===== config.mk =====
export PLATFORM = sky130hd
export DESIGN_NAME = seg_chain_driver
export DESIGN_NICKNAME = d
export VERILOG_FILES = /design/src/rtl/seg_chain_pkg.sv /design/src/rtl/seg_chain_driver_bin2bcd_seq.sv /design/src/rtl/seg_chain_driver.sv
export SDC_FILE = /design/constraint.sdc
export NUM_CORES = 1
export LEC_CHECK = 0
export BUFFER_PORTS_ARGS = -buffer_cell sky130_fd_sc_hd__buf_2
export CORE_MARGIN = 2
export CORE_UTILIZATION = 55
export CTS_BUF_LIST = sky130_fd_sc_hd__clkbuf_8
export DETAILED_ROUTE_END_ITERATION = 8
export PLACE_DENSITY = 0.83
export SLEW_MARGIN = 20
export SYNTH_ARGS = -nofsm -noshare
export SYNTH_HDL_FRONTEND = slang
export SYNTH_SLANG_ARGS = --single-unit

===== constraint.sdc =====
create_clock -name clk -period 5.5 [get_ports clk]
set_input_delay 1.375 -clock clk [delete_from_list [all_inputs] [get_ports clk]]
set_output_delay 1.375 -clock clk [all_outputs]
set_load 0.01 [all_outputs]

===== src/rtl/seg_chain_pkg.sv =====
// seg_chain_pkg: shared constants for the 7-segment chain driver.
//   - FSM state encodings (IDLE, CONVERT, SHIFT, LATCH)
//   - segment patterns, bit order {dp,g,f,e,d,c,b,a}, active high
//   - seg_of(): maps a nibble to its segment pattern
package seg_chain_pkg;

    localparam logic [1:0] ST_IDLE    = 2'd0;
    localparam logic [1:0] ST_CONVERT = 2'd1;
    localparam logic [1:0] ST_SHIFT   = 2'd2;
    localparam logic [1:0] ST_LATCH   = 2'd3;

    localparam logic [7:0] SEG_HEX [0:15] = '{
        8'h3F, 8'h06, 8'h5B, 8'h4F, 8'h66, 8'h6D, 8'h7D, 8'h07,
        8'h7F, 8'h6F, 8'h77, 8'h7C, 8'h39, 8'h5E, 8'h79, 8'h71
    };
    localparam logic [7:0] SEG_MINUS = 8'h40;
    localparam logic [7:0] SEG_BLANK = 8'h00;
    localparam logic [7:0] SEG_ERR_E = 8'h79;

    function automatic logic [7:0] seg_of(input logic [3:0] d);
        return SEG_HEX[d];
    endfunction

endpackage


===== src/rtl/seg_chain_driver_bin2bcd_seq.sv =====
// bin2bcd_seq: sequential double-dabble binary to BCD converter.
//   One bit is consumed per cycle; DATA_WIDTH cycles after start.
// Ports:
//   clk, rst   clock, asynchronous active-high reset
//   start      load bin and begin conversion
//   bin        binary input (sampled on start)
//   done       high during the final conversion cycle
//   bcd        result of the current step; the final BCD value while done=1
module bin2bcd_seq #(
    parameter int DATA_WIDTH = 16,
    parameter int NUM_DIGITS = 6
) (
    input  logic                      clk,
    input  logic                      rst,
    input  logic                      start,
    input  logic [DATA_WIDTH-1:0]     bin,
    output logic                      done,
    output logic [NUM_DIGITS*4-1:0]   bcd
);

    localparam int CW = $clog2(DATA_WIDTH + 1);

    logic [DATA_WIDTH-1:0]   sh;
    logic [NUM_DIGITS*4-1:0] acc;
    logic [NUM_DIGITS*4-1:0] adj;
    logic [CW-1:0]           cnt;
    logic                    busy;

    // Add-3 on every digit >= 5, then shift the next binary bit in.
    // bcd is exposed combinationally so the caller can take the final
    // value on the same edge that completes the last step.
    always_comb begin
        adj = acc;
        for (int i = 0; i < NUM_DIGITS; i++) begin
            if (acc[i*4 +: 4] >= 4'd5)
                adj[i*4 +: 4] = acc[i*4 +: 4] + 4'd3;
        end
        bcd = (adj << 1) | {{(NUM_DIGITS*4-1){1'b0}}, sh[DATA_WIDTH-1]};
    end

    assign done = busy && (cnt == CW'(1));

    always_ff @(posedge clk or posedge rst) begin
        if (rst) begin
            sh   <= '0;
            acc  <= '0;
            cnt  <= '0;
            busy <= 1'b0;
        end else if (start) begin
            sh   <= bin;
            acc  <= '0;
            cnt  <= CW'(DATA_WIDTH);
            busy <= 1'b1;
        end else if (busy) begin
            sh  <= sh << 1;
            acc <= bcd;
            cnt <= cnt - 1'b1;
            if (cnt == CW'(1))
                busy <= 1'b0;
        end
    end

endmodule


===== src/rtl/seg_chain_driver.sv =====
// seg_chain_driver: converts a word to NUM_DIGITS 7-segment patterns and
// shifts them into a chain of shift-register displays, then latches.
// Ports:
//   clk, rst                  clock, asynchronous active-high reset
//   i_data, i_2s_comp, i_hex  value, signed flag, hex/decimal select
//   i_valid / o_ready         request handshake (ready only in IDLE)
//   o_done                    high while idle
//   o_sr_data/clk/latch       serial data, shift clock, storage latch
// Build option: define SEG_CHAIN_DRIVER_LZB_EN to blank leading zeros.
module seg_chain_driver
    import seg_chain_pkg::*;
#(
    parameter int DATA_WIDTH = 16,
    parameter int NUM_DIGITS = 5,
    parameter int CLK_DIV    = 2
) (
    input  logic                  clk,
    input  logic                  rst,
    input  logic [DATA_WIDTH-1:0] i_data,
    input  logic                  i_2s_comp,
    input  logic                  i_hex,
    input  logic                  i_valid,
    output logic                  o_ready,
    output logic                  o_done,
    output logic                  o_sr_data,
    output logic                  o_sr_clk,
    output logic                  o_sr_latch
);

    // Decimal digits ever produced by DATA_WIDTH bits (8^k < 10^k).
    localparam int IW   = (DATA_WIDTH + 2) / 3;
    localparam int SD   = (NUM_DIGITS > IW) ? NUM_DIGITS : IW;
    localparam int SR_W = 8 * NUM_DIGITS;
    localparam int DW   = (CLK_DIV > 1) ? $clog2(CLK_DIV) : 1;
    localparam int BW   = $clog2(SR_W);

    logic [1:0]            state;
    logic [DATA_WIDTH-1:0] mag;
    logic                  neg;
    logic                  hex;
    logic [SR_W-1:0]       sr;
    logic                  sr_data;
    logic                  sr_clk;
    logic                  sr_latch;
    logic [DW-1:0]         div_cnt;
    logic [BW-1:0]         bit_cnt;

    logic                  accept;
    logic                  neg_in;
    logic [DATA_WIDTH-1:0] mag_in;
    logic                  bcd_done;
    logic [IW*4-1:0]       bcd;
    logic                  div_last;
    logic                  bit_last;

    logic [SD*4-1:0]              src;
    logic [NUM_DIGITS-1:0][7:0]   segs;
    logic [SR_W-1:0]              seg_flat;
    logic                         ovf;
    int                           limit;

    assign accept   = (state == ST_IDLE) && i_valid;
    assign neg_in   = i_2s_comp && i_data[DATA_WIDTH-1];
    // The most negative value negates to itself, which read unsigned is
    // exactly its magnitude.
    assign mag_in   = neg_in ? -i_data : i_data;
    assign div_last = (div_cnt == DW'(CLK_DIV - 1));
    assign bit_last = (bit_cnt == BW'(SR_W - 1));

    bin2bcd_seq #(
        .DATA_WIDTH (DATA_WIDTH),
        .NUM_DIGITS (IW)
    ) u_bcd (
        .clk   (clk),
        .rst   (rst),
        .start (accept && !i_hex),
        .bin   (mag_in),
        .done  (bcd_done),
        .bcd   (bcd)
    );

    // Digit source (hex nibbles or BCD), overflow detection and segment
    // pattern assembly. Digit 0 is the rightmost display.
    always_comb begin
        src = '0;
        if (hex)
            src[DATA_WIDTH-1:0] = mag;
        else
            src[IW*4-1:0] = bcd;

        // A negative value gives up the leftmost digit to the minus sign.
        limit = neg ? NUM_DIGITS - 1 : NUM_DIGITS;
        ovf   = 1'b0;
        for (int i = 0; i < SD; i++) begin
            if (i >= limit && src[i*4 +: 4] != 4'd0)
                ovf = 1'b1;
        end

        for (int i = 0; i < NUM_DIGITS; i++)
            segs[i] = seg_of(src[i*4 +: 4]);

`ifdef SEG_CHAIN_DRIVER_LZB_EN
        begin : lzb
            int msd;
            msd = 0;
            for (int i = 0; i < NUM_DIGITS; i++) begin
                if (src[i*4 +: 4] != 4'd0)
                    msd = i;
            end
            for (int i = 1; i < NUM_DIGITS; i++) begin
                if (i > msd)
                    segs[i] = SEG_BLANK;
            end
            if (neg && msd < NUM_DIGITS - 1)
                segs[msd + 1] = SEG_MINUS;
        end
`else
        // No overflow means the leftmost digit is zero when negative.
        if (neg)
            segs[NUM_DIGITS-1] = SEG_MINUS;
`endif

        if (ovf) begin
            segs    = '0;
            segs[0] = SEG_ERR_E;
        end
    end

    assign seg_flat = segs;

    always_ff @(posedge clk or posedge rst) begin
        if (rst) begin
            state    <= ST_IDLE;
            mag      <= '0;
            neg      <= 1'b0;
            hex      <= 1'b0;
            sr       <= '0;
            sr_data  <= 1'b0;
            sr_clk   <= 1'b0;
            sr_latch <= 1'b0;
            div_cnt  <= '0;
            bit_cnt  <= '0;
        end else begin
            case (state)
                ST_IDLE: begin
                    if (i_valid) begin
                        state <= ST_CONVERT;
                        mag   <= mag_in;
                        neg   <= neg_in;
                        hex   <= i_hex;
                    end
                end
                ST_CONVERT: begin
                    if (hex || bcd_done) begin
                        // First bit goes out while the shift clock is low.
                        state   <= ST_SHIFT;
                        sr_data <= seg_flat[SR_W-1];
                        sr      <= {seg_flat[SR_W-2:0], 1'b0};
                        div_cnt <= '0;
                        bit_cnt <= '0;
                    end
                end
                ST_SHIFT: begin
                    if (div_last) begin
                        div_cnt <= '0;
                        if (!sr_clk) begin
                            sr_clk <= 1'b1;
                        end else begin
                            // Falling edge: advance data while clock is low.
                            sr_clk <= 1'b0;
                            if (bit_last) begin
                                state    <= ST_LATCH;
                                sr_data  <= 1'b0;
                                sr_latch <= 1'b1;
                            end else begin
                                sr_data <= sr[SR_W-1];
                                sr      <= sr << 1;
                                bit_cnt <= bit_cnt + 1'b1;
                            end
                        end
                    end else begin
                        div_cnt <= div_cnt + 1'b1;
                    end
                end
                default: begin // ST_LATCH
                    if (div_last) begin
                        sr_latch <= 1'b0;
                        div_cnt  <= '0;
                        state    <= ST_IDLE;
                    end else begin
                        div_cnt <= div_cnt + 1'b1;
                    end
                end
            endcase
        end
    end

    assign o_ready    = (state == ST_IDLE);
    assign o_done     = (state == ST_IDLE);
    assign o_sr_data  = sr_data;
    assign o_sr_clk   = sr_clk;
    assign o_sr_latch = sr_latch;

endmodule


==> run metrics, run 1 <==
GRT overflow=0; family with the most delay on the worst path=compound AO/OA/AOI/OAI gates; critical path class=reg -> reg; final worst-path cycle share=0.581; Max Buffers Root-to-Sink=2; Core Footprint=13800 sq um; Max Cap Violations=0; most frequent cells in the layout=113 x dfrtp_1, 94 x nand2_1, 91 x nor2_1; Critical Path Sink Type=register; async set or reset register ratio after synthesis=1.00; Detail Placement HPWL=between 10000 and 15000 microns; die area=15000 sq um; most common cell after layout, fill and taps aside=dfrtp_1; DRC=0; most frequent CP cell=ha_1; antenna cells=0; die height=123 microns; ANT nets after route=0; clk_skew=0.0112 ns; vias=roughly 6700; vias in the first global route=6115; Slew Limit Fails=0; CTS HTree Levels=4; crit-path max FO=25; Final Hold Vio Count=0; CTS Buf Count=17; DRT iter0 DRCs=roughly 600; Netlist cell types=71; wire length per cell=15.4 microns; Yosys top cell by area=dfrtp_1; crit path time final=3.20 ns; Slowest-stage cell, CP=dfrtp_1; share of cells above drive strength 1=0.102; clk slew on worst S/H paths=0.07 ns; unrepaired setup endpoints after global routing=false; PortBufs=25; post_cts resized=0; register bit total from synthesis=approximately 120; worst path cell trace=inv_1 > ha_1 > nor2b_1 > nor3_1 > a21oi_1 > or2_2 > ha_1 > o21ai_0 > a311oi_4 > buf_4 > nand2_2 > o221a_1; Mapped Cells=920; CP bufs+invs=2; Min-Delay Path Class=reg -> reg; Post-Syn Nets=985; Setup violations, final=0; Sink Count=between 100 and 150; area of the mapped netlist=7740 sq um; warnings from Yosys=0; initial antenna violation count=0; WP data required=around 6 ns; area occupied by multi-input gates=4470 sq um; share of the synthesized area in the top cell type=0.372; Sequential Area=2880 sq um; nets=983; Starting Density=0.560; largest net degree at the start of global routing=82; Max Freq=roughly 310 MHz; die width=roughly 120 microns; Skew-Pair Late Insertion Delay=0.45 ns; Pre-antenna DRT Iters=6; critical path startpoint category=register; Max stage delay on crit path=0.43 ns; area delta synth->final=7.55%; total track usage=0.244; Avg Vias per Cell=5.99; I/O pin count=26; CTS Root Buffer Type=clkbuf_8; Post-CTS Hold Buffers=0; CTS tree=done; # Post-CTS Setup Buffers=0; Post-Route WL=17100 microns; WP data arrival=3.54 ns; status=finished, final reports clean; number of synthesized flops with an enable pin=0; Site Rows=43; sequential share of the synthesized area=0.372; TNS Setup=0 ns; GPL Wtd Cong=0.915; Worst-Margin Slew=between 0.9 and 1 ns; first-pass GRT wire length=between 20000 and 30000 microns; Mean Syn Cell Area=8.42 sq um; Primary FF master, synth=dfrtp_1; Fill cells=1191; Slew HR=0.368; synth top area cells=dfrtp_1 37%, ha_1 7.1%, a21oi_1 5.6%
-- flip-flops by register name (all words and copies together), names as in the netlist --
name and flops:
bit_cnt 6, div_cnt 1, hex 1, mag 16, neg 1, o_sr_clk 1
o_sr_data 1, o_sr_latch 1, sr 39, state 2, u_bcd.acc 24, u_bcd.busy 1
u_bcd.cnt 5, u_bcd.sh 16
-- cell type report --
type                            count  share of cell area
Inverter                           41              0.0191
Clock inverter                     10              0.0128
Tap cell                          180              0.0270
Timing Repair Buffer               35              0.0240
Multi-Input combinational cell    708               0.536
Sequential cell                   115               0.346
Clock buffer                       21              0.0347
-- cell usage after synthesis (all sizes together) (11+ instances only) --
library cell  number
dfrtp            115
nand2             96
nor2              92
a21oi             89
o21ai             79
ha                44
inv               41
clkbuf            35
a211oi            28
nand3             28
nor2b             23
buf               21
mux2i             20
xnor2             19
nand2b            18
nor3              14
a31oi             11
xor2              11
-- metrics by stage --
stage	hold slack (ns)	area [sq um]	setup slack [ns]	std cells	util
2_1_floorplan	0.449	7740	1.08	920	-
3_3_place_gp	0.461	7930	2.42	1079	0.573
3_5_place_dp	0.462	7930	2.35	1079	0.573
4_1_cts	0.482	8320	2.33	1110	0.602
5_1_grt	0.521	8330	2.07	1110	0.602
6_report	0.474	8330	2.30	1110	0.602
-- worst paths after layout --
check	from	to	slack, ns	depth (start not counted)
max	u_bcd.acc[12]$_DFFE_PP0P_	sr[5]$_DFFE_PP0P_	2.30	12
min	o_sr_data$_DFFE_PP0P_	o_sr_data$_DFFE_PP0P_	0.47	2
min in group asynchronous	rst	o_sr_clk$_DFFE_PP0P_	1.05	2
max reg2reg	u_bcd.acc[12]$_DFFE_PP0P_	sr[5]$_DFFE_PP0P_	2.30	12
max in group asynchronous	rst	u_bcd.sh[14]$_DFFE_PP0P_	3.48	3
min reg2reg	o_sr_data$_DFFE_PP0P_	o_sr_data$_DFFE_PP0P_	0.47	2
-- tightest hold or removal path: cells and delay by family, from the launching register on --
| family | cells | cell delay [ns] |
|---|---|---|
| flops | 1 | 0.34 |
| simple gates | 1 | 0.05 |
| compound gates | 1 | 0.05 |
-- layer usage --
metal,global-route usage,wire length [microns],vias to the layer above
li1,-,-,3275
met1,0.352,8110,3159
met2,0.363,7710,186
met3,0.0432,866,34
met4,0.0991,366,0
met5,0,0,-
-- logic make-up (layout without fill, tap and decap cells) --
| family | after synthesis | in the layout | synth area share |
|---|---|---|---|
| and+or+nand+nor | 308 | 308 | 0.185 |
| AOI/OAI and AO/OA | 298 | 298 | 0.248 |
| DFF | 115 | 115 | 0.372 |
| buffers and inverters | 97 | 107 | 0.0524 |
| adders and majority gates | 44 | 44 | 0.0711 |
| xor gates and xnor gates | 30 | 30 | 0.0339 |
| muxes | 28 | 28 | 0.0375 |
Power of run 1 is not shown: default switching activity piles up to over one toggle a cycle in this logic, so the estimate is an artifact.
==> run 2, diff against run 1 <==
--- a/config.mk
+++ b/config.mk
@@ -10,7 +10,7 @@
 export CORE_UTILIZATION = 55
 export CTS_BUF_LIST = sky130_fd_sc_hd__clkbuf_8
 export DETAILED_ROUTE_END_ITERATION = 8
-export PLACE_DENSITY = 0.83
+export PLACE_DENSITY = 0.86
 export SLEW_MARGIN = 20
 export SYNTH_ARGS = -nofsm -noshare
 export SYNTH_HDL_FRONTEND = slang
==> constraint.sdc (replaced) <==
create_clock -name clk -period 2.6 [get_ports clk]
set_input_delay 0.65 -clock clk [delete_from_list [all_inputs] [get_ports clk]]
set_output_delay 0.65 -clock clk [all_outputs]
set_load 0.01 [all_outputs]
==> run metrics, run 2 (same netlist as run 1, synthesis figures left out) <==
status=complete, but fails checks (was finished, final reports clean); failing checks=negative setup slack; worst path cell trace=inv_2 > ha_1 > nand2b_4 > a21oi_4 > xnor2_2 > nand2b_4 > buf_4 > buf_4 > inv_2 > ha_2 > nor2_1 > o31a_1 > o21ai_1 > a22oi_1 (was inv_1 > ha_1 > nor2b_1 > nor3_1 > a21oi_1 > or2_2 > ha_1 > o21ai_0 > a311oi_4 > buf_4 > nand2_2 > o221a_1); share of cells above drive strength 1=0.186 (was 0.102); die area=15000 sq um (unchanged); most common cell after layout, fill and taps aside=dfrtp_1 (unchanged); Skew-Pair Late Insertion Delay=0.46 ns (was 0.45 ns); Max Buffers Root-to-Sink=2 (unchanged); vias=7075 (was 6654); PortBufs=25 (unchanged); vias in the first global route=6543 (was 6115); Largest regs=sr: 39 flops, u_bcd.acc: 24 flops (unchanged); CTS Root Buffer Type=clkbuf_8 (unchanged); CTS HTree Levels=4 (unchanged); area delta synth->final=16.2% (was 7.55%); Max stage delay on crit path=0.39 ns (was 0.43 ns); CTS Buf Count=17 (unchanged); die width=123 microns (unchanged); slack of the critical path=-0.0199 ns (was 2.30 ns); ANT nets after route=0 (unchanged); total track usage=0.260 (was 0.244); TNS Setup=-0.0282 ns (was 0 ns); CTS tree=done (unchanged); most flop-heavy register=sr (unchanged); max reg flops=39 (unchanged); wire length per cell=16.5 microns (was 15.4 microns); Pre-antenna DRT Iters=8 (was 6); Core Footprint=13800 sq um (unchanged); Post-Place Worst Slack=-0.129 ns (was 2.35 ns); most frequent cells in the layout=110 x dfrtp_1, 94 x nand2_1, 91 x nor2_1 (was 113 x dfrtp_1, 94 x nand2_1, 91 x nor2_1); I/O pin count=26 (unchanged); Starting Density=0.560 (unchanged); antenna cells=0 (unchanged); crit path time final=2.62 ns (was 3.20 ns); critical path class=reg -> reg (unchanged); Avg Vias per Cell=6.10 (was 5.99); GPL Wtd Cong=0.903 (was 0.915); Worst-Margin Slew=0.780 ns (was 0.941 ns); WP data arrival=2.94 ns (was 3.54 ns); Slowest-stage cell, CP=dfrtp_1 (unchanged); family with the most delay on the worst path=compound AO/OA/AOI/OAI gates (unchanged); first-pass GRT wire length=31500 microns (was 29400 microns); die height=123 microns (unchanged); Slew HR=0.480 (was 0.368); unrepaired setup endpoints after global routing=true (was false); Slew Limit Fails=0 (unchanged); CP bufs+invs=4 (was 2); clk_skew=0.0139 ns (was 0.0112 ns); DRC=0 (unchanged); final worst-path cycle share=1.01 (was 0.581); Post-Route WL=19200 microns (was 17100 microns); largest net degree at the start of global routing=72 (was 82); DRT iter0 DRCs=587 (was 601); Setup violations, final=2 (was 0); Site Rows=43 (unchanged); Final Hold Vio Count=0 (unchanged); clk slew on worst S/H paths=0.07 ns (about the same); WP data required=2.92 ns (was 5.84 ns); Max Freq=382 MHz (was 313 MHz); Critical Path Sink Type=register (unchanged); critical path startpoint category=register (unchanged); crit-path max FO=4 (was 25); Detail Placement HPWL=12500 microns (was 11700 microns); Min-Delay Path Class=in -> async (was reg -> reg); initial antenna violation count=0 (unchanged); GRT overflow=0 (unchanged); Sink Count=115 (unchanged); nets=1033 (was 983); Max Cap Violations=0 (unchanged)
## run 2: worst paths after layout
path	from	endpoint	slack [ns]	cells past startpoint
max	u_bcd.acc[17]$_DFFE_PP0P_	sr[39]$_DFFE_PP0P_	-0.02	14
min	rst	state[1]$_DFFE_PP0P_	0.12	2
max reg2reg	u_bcd.acc[17]$_DFFE_PP0P_	sr[39]$_DFFE_PP0P_	-0.02	14
min reg2reg	mag[3]$_DFFE_PP0P_	mag[3]$_DFFE_PP0P_	0.50	2
max in group asynchronous	rst	u_bcd.acc[8]$_DFFE_PP0P_	1.84	3
min in group clk	i_hex	u_bcd.busy$_DFF_PP0_	0.48	2
## run 2: final cells by class
type                    instances  area [sq um]
fillers                      1065          4830
flip-flops and latches        115          2880
well taps                     180           225
multi-input cells             708          4680
inverters                      41           158
clock inverters                10           135
repair buffers                 85           642
clock buffers                  20           275
## run 2: timing repair
action                                  CTS  global route
endpoints found under the setup margin   24            34
pin swaps                                 4             9
gates resized for setup                  10            41
hold buffers                              0             0
buffers inserted                          6            12
## run 2: routing by layer
metal  routed length (microns)  up-vias  track usage
met3                      1150       53       0.0558
met2                      9140      282        0.419
met5                         0        -            0
li1                          -     3378            -
met1                      8420     3362        0.352
met4                       448        0       0.0812
## run 2: stage by stage
| stage | utilization | std cells | hold WS, ns | cell area [sq um] |
|---|---|---|---|---|
| floorplan | - | 920 | 0.449 | 7760 |
| global placement | 0.596 | 1111 | 0.469 | 8240 |
| detailed placement | 0.596 | 1111 | 0.485 | 8240 |
| CTS | 0.632 | 1147 | 0.123 | 8740 |
| global route | 0.651 | 1159 | 0.121 | 8990 |
| finish | 0.651 | 1159 | 0.120 | 8990 |
Power of run 2 is left out for the same reason.
